[src/rtl/avalon_st_pkg.sv]
// Shared definitions for the Avalon-ST channel switcher: the switcher state
// encoding, the Avalon-ST error field width and a width helper.
package avalon_st_pkg;

    localparam int AVST_ERR_W = 2;

    typedef enum logic {
        ST_RUN  = 1'b0,
        ST_MUTE = 1'b1
    } sw_state_e;

    // Width of a field that encodes values 0..value-1, never narrower than 1 bit.
    function automatic int clog2_min1(input int value);
        return (value > 1) ? $clog2(value) : 1;
    endfunction

endpackage

[src/rtl/select_debouncer.sv]
// Brings the asynchronous channel request into the clock domain and accepts
// it only after it has held one in-range value for STABLE_CYCLES clocks.
module select_debouncer
    import avalon_st_pkg::*;
#(
    parameter int CHANNELS      = 4,
    parameter int STABLE_CYCLES = 1000,
    parameter int SEL_W         = clog2_min1(CHANNELS)
) (
    input  logic             clk,
    input  logic             reset_n,
    input  logic [SEL_W-1:0] select_i,
    output logic [SEL_W-1:0] sel_o,
    output logic             accept_o
);

    localparam int CNT_W = clog2_min1(STABLE_CYCLES + 1);

    logic [SEL_W-1:0] sync1_q, sync2_q, cand_q, sel_q;
    logic [CNT_W-1:0] cnt_q, cnt_d, run_len;
    logic             eligible;

    // Length of the current run of one synchronized value, and acceptance decision
    always_comb begin
        // NOTE: every variable gets a default at the top of always_comb so no path leaves it unassigned and infers a latch.
        run_len  = CNT_W'(1);
        cnt_d    = '0;
        eligible = (sync2_q != sel_q) && (int'(sync2_q) < CHANNELS);
        if (sync2_q == cand_q) begin
            run_len = cnt_q + 1'b1;
        end
        accept_o = eligible && (int'(run_len) >= STABLE_CYCLES);
        if (eligible && !accept_o) begin
            cnt_d = run_len;
        end
    end

    // Two-flop synchronizer, run tracking and the accepted-select register
    always_ff @(posedge clk or negedge reset_n) begin
        // NOTE: reset clears the synchronizer as well, so an interrupted debounce never resumes after reset.
        if (!reset_n) begin
            sync1_q <= '0;
            sync2_q <= '0;
            cand_q  <= '0;
            cnt_q   <= '0;
            sel_q   <= '0;
        end else begin
            // NOTE: non-blocking assignments let every flop sample pre-edge values, which is what makes the 2-stage synchronizer two stages deep.
            sync1_q <= select_i;
            sync2_q <= sync1_q;
            cand_q  <= sync2_q;
            cnt_q   <= cnt_d;
            if (accept_o) begin
                sel_q <= sync2_q;
            end
        end
    end

    assign sel_o = sel_q;

endmodule

[src/rtl/avalon_st_switcher_n.sv]
// N-input Avalon-ST sample switcher: routes one debounced channel to the
// source with one clock of latency, muting the first beats after a switch,
// and latches per-channel error flags.
module avalon_st_switcher_n
    import avalon_st_pkg::*;
#(
    parameter int                DATA_W        = 12,
    parameter int                CHANNELS      = 4,
    parameter int                STABLE_CYCLES = 1000,
    parameter int                MUTE_BEATS    = 16,
    parameter logic [DATA_W-1:0] MUTE_VALUE    = 12'h800,
    localparam int               SEL_W         = clog2_min1(CHANNELS)
) (
    input  logic                           clk,
    input  logic                           reset_n,
    input  logic [SEL_W-1:0]               select,
    input  logic [CHANNELS*DATA_W-1:0]     sink_data,
    input  logic [CHANNELS-1:0]            sink_valid,
    input  logic [AVST_ERR_W*CHANNELS-1:0] sink_error,
    output logic [DATA_W-1:0]              source_data,
    output logic                           source_valid,
    output logic [AVST_ERR_W-1:0]          source_error,
    output logic [SEL_W-1:0]               active_sel,
    output logic                           muting,
    output logic [CHANNELS-1:0]            err_sticky,
    input  logic                           err_clear
);

    localparam int MC_W = clog2_min1(MUTE_BEATS + 1);

    logic                  accept;
    logic [SEL_W-1:0]      acc_sel;
    logic [DATA_W-1:0]     cur_data;
    logic                  cur_valid;
    logic [AVST_ERR_W-1:0] cur_error;
    logic [CHANNELS-1:0]   err_hit;

    sw_state_e             state_q;
    logic [MC_W-1:0]       mute_cnt_q;
    logic [DATA_W-1:0]     src_data_q;
    logic                  src_valid_q;
    logic [AVST_ERR_W-1:0] src_error_q;
    logic [CHANNELS-1:0]   err_sticky_q;

    select_debouncer #(
        .CHANNELS      (CHANNELS),
        .STABLE_CYCLES (STABLE_CYCLES),
        .SEL_W         (SEL_W)
    ) u_debounce (
        .clk      (clk),
        .reset_n  (reset_n),
        .select_i (select),
        .sel_o    (acc_sel),
        .accept_o (accept)
    );

    // Pick the routed channel's beat and flag every channel's errored beats
    always_comb begin
        cur_data  = '0;
        cur_valid = 1'b0;
        cur_error = '0;
        for (int i = 0; i < CHANNELS; i++) begin
            err_hit[i] = sink_valid[i] && (sink_error[i*AVST_ERR_W +: AVST_ERR_W] != '0);
            if (acc_sel == SEL_W'(i)) begin
                cur_data  = sink_data[i*DATA_W +: DATA_W];
                cur_valid = sink_valid[i];
                cur_error = sink_error[i*AVST_ERR_W +: AVST_ERR_W];
            end
        end
    end

    // RUN/MUTE state machine; the mute count only advances on routed valid beats
    always_ff @(posedge clk or negedge reset_n) begin
        if (!reset_n) begin
            state_q    <= ST_RUN;
            mute_cnt_q <= '0;
        end else if (accept && (MUTE_BEATS > 0)) begin
            state_q    <= ST_MUTE;
            mute_cnt_q <= MC_W'(MUTE_BEATS);
        end else if ((state_q == ST_MUTE) && cur_valid) begin
            mute_cnt_q <= mute_cnt_q - 1'b1;
            if (mute_cnt_q == MC_W'(1)) begin
                state_q <= ST_RUN;
            end
        end
    end

    // Registered source port; data and error hold across non-valid cycles
    always_ff @(posedge clk or negedge reset_n) begin
        if (!reset_n) begin
            src_data_q  <= '0;
            src_valid_q <= 1'b0;
            src_error_q <= '0;
        end else begin
            src_valid_q <= cur_valid;
            if (cur_valid) begin
                src_data_q  <= (state_q == ST_MUTE) ? MUTE_VALUE : cur_data;
                src_error_q <= cur_error;
            end
        end
    end

    // Sticky error flags; a new error beats a simultaneous clear
    always_ff @(posedge clk or negedge reset_n) begin
        if (!reset_n) begin
            err_sticky_q <= '0;
        end else begin
            err_sticky_q <= err_hit | (err_clear ? '0 : err_sticky_q);
        end
    end

    assign source_data  = src_data_q;
    assign source_valid = src_valid_q;
    assign source_error = src_error_q;
    assign active_sel   = acc_sel;
    assign muting       = (state_q == ST_MUTE);
    assign err_sticky   = err_sticky_q;

endmodule

[config.mk]
export PLATFORM = sky130hd
export DESIGN_NAME = avalon_st_switcher_n
export DESIGN_NICKNAME = d
export VERILOG_FILES = /design/src/rtl/avalon_st_pkg.sv /design/src/rtl/select_debouncer.sv /design/src/rtl/avalon_st_switcher_n.sv
export SDC_FILE = /design/constraint.sdc
export NUM_CORES = 1
export LEC_CHECK = 0
export BUFFER_PORTS_ARGS = -buffer_cell sky130_fd_sc_hd__clkbuf_2
export CAP_MARGIN = 20
export CORE_MARGIN = 2
export CORE_UTILIZATION = 44
export DETAILED_ROUTE_END_ITERATION = 7
export PLACE_DENSITY = 0.76
export SYNTH_ARGS = -nofsm -noshare
export SYNTH_HDL_FRONTEND = slang
export SYNTH_SLANG_ARGS = --single-unit
[constraint.sdc]
create_clock -name clk -period 2.3 [get_ports clk]
set_clock_uncertainty 0.2 [all_clocks]
set_input_delay 0.115 -clock clk [delete_from_list [all_inputs] [get_ports clk]]
set_output_delay 0.115 -clock clk [all_outputs]
set_load 0.02 [all_outputs]
After elaboration in Yosys (flattened, before gate mapping)
Index checks and enable logic that the tools add are counted.

cells by class
  $add $sub $neg = 2
  magnitude comparators = 1
  eq/ne operators = 6
  mux-type cells = 21
  bitwise operators = 1
  reduce and logical (&&, ||, !) cells = 16

operators with widths
  cell                     count
  $mux W12                 5
  $mux W10                 2
  $reduce_bool A2 Y1       6
  $add A10 B1 Y10 const B  1
  $ge A10 B10 Y1 const B   1
  $mux W5                  2
  $mux W2                  4
  $logic_and A1 B1 Y1      7
  $mux W1                  7
  $eq A5 B1 Y1 const B     1
  $sub A5 B1 Y5 const B    1
  $eq A2 B2 Y1 const B     2
  $mux W4                  1
  $or A4 B4 Y4             1
  $eq A2 B1 Y1 const B     1
  $eq A2 B2 Y1             1
  $logic_not A2 Y1         1
  $ne A2 B2 Y1             1
  $reduce_and A2 Y1        1
  $logic_not A1 Y1         1

word-level totals
  register bits after elaboration = 43
  input port bits = 65
  logic and storage cells = 58

Depth between registers and ports, before layout
  depth in word-level cells = 8
  gate-level depth with buffers = 8
  depth with buffers taken out = 7

Modules after synthesis
Synthesis repeated with hierarchy kept, for this count alone.

unflattened totals
  cells, all modules = 208
  area, all modules = 2337.2 µm²

by module, submodules not included
  module                times used  cells each  area each (µm²)  sequential area each (µm²)
  avalon_st_switcher_n  1           124         1431.4           625.6
  select_debouncer      1           84          905.9            450.4

Least setup slack after synthesis
No wires, ideal clock.

  kind = register to register
  from = reg u_debounce.cnt_q[0]
  to = reg u_debounce.sel_q[0], in the netlist u_debounce.sel_o[0]
  library setup time = 0.125 ns
  arrival time = 2.111 ns
  setup slack = -0.136 ns
  stages on the path, launching flop included = 7
  path buffers = 0
  period minus slack after synthesis = 2.436 ns
  path through = dfrtp_1 > ha_1 > nand3_2 > or3_1 > a221o_1 > nor3_4 > mux2_4

on the way
  word-level cells in the longest chain between the ends = 4

RTL lines
  what                    RTL line                source
  start, declared         select_debouncer.sv:20  logic [CNT_W-1:0] cnt_q, cnt_d, run_len;
  start signal, assigned  select_debouncer.sv:52  cnt_q <= cnt_d;
  $add A10 B1 Y10         select_debouncer.sv:30  run_len = cnt_q + 1'b1;
  $mux W10                select_debouncer.sv:29  if (sync2_q == cand_q) begin
  $ge A10 B10 Y1          select_debouncer.sv:32  accept_o = eligible && (int'(run_len) >= STABLE_CYCLES);
  $logic_and A1 B1 Y1     select_debouncer.sv:32
  end signal, assigned    select_debouncer.sv:54  sel_q <= sync2_q;
  end, declared           select_debouncer.sv:19  logic [SEL_W-1:0] sync1_q, sync2_q, cand_q, sel_q;

Every way passes these cells.
A chain may end at the register's enable or synchronous reset.

Worst setup path in the final report
  from = reg u_debounce.cnt_q[1]
  to = reg u_debounce.sel_q[1], in the netlist u_debounce.sel_o[1]

The elaborated chain is that of the path after synthesis.

==> results by group <==
Run status
  • Status: finished clean

Route
  • Routed Antenna Nets: 0
  • Avg WL per Cell: 14.2 µm
  • Detailed Route Iter0 Violations: 88
  • Total number of vias: 1975
  • DRC: 0
  • DR vias/cell: 5.09
  • Drt total wl: 5.52 mm
  • Pre-antenna DRT Iters: 4

Worst setup path
  • WS Path Type: reg2reg
  • Crit path DAT: 2.24 ns
  • FF-to-FF End: u_debounce.sel_o[1]$_DFFE_PN0P_
  • Reg2reg path depth: 6
  • Critical path startpoint: u_debounce.cnt_q[1]$_DFF_PN0_
  • R2r setup slk: 0.03 ns
  • R2r startpoint: u_debounce.cnt_q[1]$_DFF_PN0_
  • Worst Path Required: 2.27 ns
  • CP Capture Point: u_debounce.sel_o[1]$_DFFE_PN0P_
  • CP endpoint kind: flip-flop
  • Crit start category: flip-flop
  • Crit Path Max Fanout: 4

Run
  • Max cap viols: 0

CTS
  • Clock Tree Buf Depth: 2
  • Worst-path clk slew: 0.08 ns
  • Clk_lat worst skew: 0.29 ns
  • CTS Sinks: 43
  • Root cell of the clock tree: clkbuf_8
  • Number of buffers created by CTS: 5
  • CTS H-Tree Depth: 2
  • CTS tree: built

Logic synthesis
  • Synth top cells by count: 43 x dfrtp_1, 33 x nand2_1, 23 x o21ai_0
  • Top-area cell type share of the netlist area: 47.6%
  • Mapped Cells: 206
  • Yosys cell types: 38
  • Top-count cell post-synth: dfrtp_1
  • Netlist Area Pre-Place: 0.00226 mm²
  • Yosys top cell by area: dfrtp_1
  • Ranking of synthesized cells by area: dfrtp_1 48%, mux4_2 14%, nand2_1 5.5%
  • Mapped Avg Cell Area: 11.0 µm²
  • Seq/Total Area, Yosys: 47.6%
  • #FFs+latches synth: 43
  • Number of enable flip-flop cells after synthesis: 0
  • Main synth FF type: dfrtp_1
  • Post-synth ARST share: 100%
  • Synth Warn #: 0
  • Syn_nets: 274

Placed design
  • Placed cell count: 368
  • Hpwl dp: 4.11 mm
  • Final Wtd Congestion: 0.850
  • PortBufs: 86
  • Placed cell areas: 0.00285 mm²

Floorplanning
  • Std-Cell Rows: 26
  • Ports: 87
  • Core ar.: 0.00504 mm²
  • Die ar.: 0.00573 mm²
  • Die width: 75.7 µm
  • Die height: 75.7 µm
  • Initial core utilization: 44.8%

STA
  • WHS: 0.0759 ns
  • Slew HR: 66.7%
  • RSZ-0062 raised after global routing: true
  • Hold Vio Cnt, Final: 0
  • F_max: 440 MHz
  • Max Slew Vio Count: 0
  • Final period utilization: 98.8%
  • Minimum clock period: 2.27 ns
  • Slew @ Worst Pin: 0.496 ns
  • Final setup vio count: 0

Final layout
  • Finished Core Util: 61.8%
  • Share of cells above drive strength 1: 42.5%
  • Nets: 385
  • Diodes inserted: 0
  • Final non-filler cell area: 0.00312 mm²
  • Multi-input logic area: 0.00112 mm²
  • Storage cell area: 0.00108 mm²
  • Synth-to-layout area growth: 37.9%
  • Fillers: 399
  • Final std cells w/o fill: 388

GRT
  • Initial antenna violation count: 0
  • Largest net degree at the start of global routing: 20
  • GRT Util Overall: 19.3%
  • Global-route wire length before repair: 8.31 mm
  • Gr ovfl total: 0
  • Vias in the first global route: 1811

Power
  • Overall power: 1.69 mW
  • Worst IR Drop VDD: 0.478 mV
  • Power per cell area: 542 mW/mm²
  • Leakage Power: 1.47 nW

Min path
  • Hold WC Path Type: in2reg
==> worst max-delay path, stage by stage, from the launching register on <==
cell and delay, ns:
dfrtp_1 0.40, ha_4 0.18, nand3_4 0.07, or3_4 0.33, a221o_1 0.41, nor3_4 0.23, mux2_4 0.32
==> cell usage in the layout (no fill, tap or decap), types with 2 or more instances in the layout <==
| master | instances |
|---|---|
| clkbuf_8 | 6 |
| a22o_1 | 2 |
| xor2_1 | 5 |
| ha_1 | 2 |
| dfrtp_1 | 43 |
| mux4_2 | 14 |
| nor3_1 | 4 |
| dlygate4sd3_1 | 11 |
| inv_1 | 7 |
| buf_4 | 17 |
| clkbuf_2 | 86 |
| mux2i_1 | 2 |
| a21oi_1 | 8 |
| o21ai_0 | 22 |
| o211ai_1 | 2 |
| xnor2_1 | 10 |
| nand4_1 | 3 |
| nor2_1 | 12 |
| mux2_4 | 2 |
| nand3_1 | 5 |
| nand2_1 | 33 |
==> state kept, by name, summed over array words and instances (netlist names) <==
| register | cells |
|---|---|
| source_valid | 1 |
| u_debounce.sync1_q | 2 |
| source_data | 12 |
| muting | 1 |
| mute_cnt_q | 5 |
| u_debounce.sync2_q | 2 |
| u_debounce.sel_o | 2 |
| u_debounce.cand_q | 2 |
| source_error | 2 |
| err_sticky | 4 |
| u_debounce.cnt_q | 10 |
==> final cells by class <==
cell class / instances / share of cell area, %
Clock buffer: 6 / 2.65
Clock inverter: 2 / 1.12
Inverter: 8 / 0.964
Multi-Input combinational cell: 144 / 36.1
Sequential cell: 43 / 34.5
Tap cell: 70 / 2.81
Timing Repair Buffer: 115 / 21.8
==> cell families (layout without fill, tap and decap cells) <==
logic type                 count (synthesis)  after routing  synth area share, %
DFF                                       43             43                 47.6
buffers and inverters                     19            131                 3.71
xor gates and xnor gates                  15             15                 5.81
AOI/OAI and AO/OA                         41             41                 10.8
muxes                                     19             19                 16.7
adders and majority gates                  3              3                 1.66
and+or+nand+nor                           66             66                 13.7
==> per-stage QoR <==
stage	TNS [ns]	worst slack (ns)
2_1_floorplan	-0.0773	-0.0386
3_3_place_gp	0	0.0994
3_5_place_dp	0	0.0421
4_1_cts	0	0.0210
5_1_grt	-0.125	-0.0600
6_report	0	0.0265
==> worst min path at each step <==
stage                        from                     endpoint  slack, ns  cells past startpoint
floorplan                 reset_n      err_sticky[0]$_DFF_PN0_      -0.38                      0
global placement          reset_n      err_sticky[1]$_DFF_PN0_      -0.14                      1
detailed placement        reset_n      err_sticky[0]$_DFF_PN0_      -0.13                      1
CTS                 sink_error[0]  source_error[0]$_DFFE_PN0P_       0.06                      4
global route        sink_error[5]  source_error[1]$_DFFE_PN0P_       0.07                      4
finish              sink_error[5]  source_error[1]$_DFFE_PN0P_       0.08                      4
==> timing repair <==
action | CTS | global route
endpoints found under the hold margin | 49 | 0
hold buffers | 11 | 0
setup buffers | 0 | 1
resized for setup | 0 | 5
endpoints found under the setup margin | 0 | 17
==> layer usage <==
metal	GRT usage, %	vias up	wire [µm]
met5	0	-	0
met4	4.68	0	61
met3	5.03	6	331
met2	32.2	70	2860
met1	25.4	946	2270
li1	-	953	-
==> power breakdown <==
group | internal (mW) | leakage (nW) | switching (mW)
Sequential | 0.796 | 0.537 | 0.0267
Clock | 0.351 | 0.0612 | 0.241
Combinational | 0.134 | 0.868 | 0.141
Total | 1.28 | 1.47 | 0.409
Power figures use the tool's default switching activity.
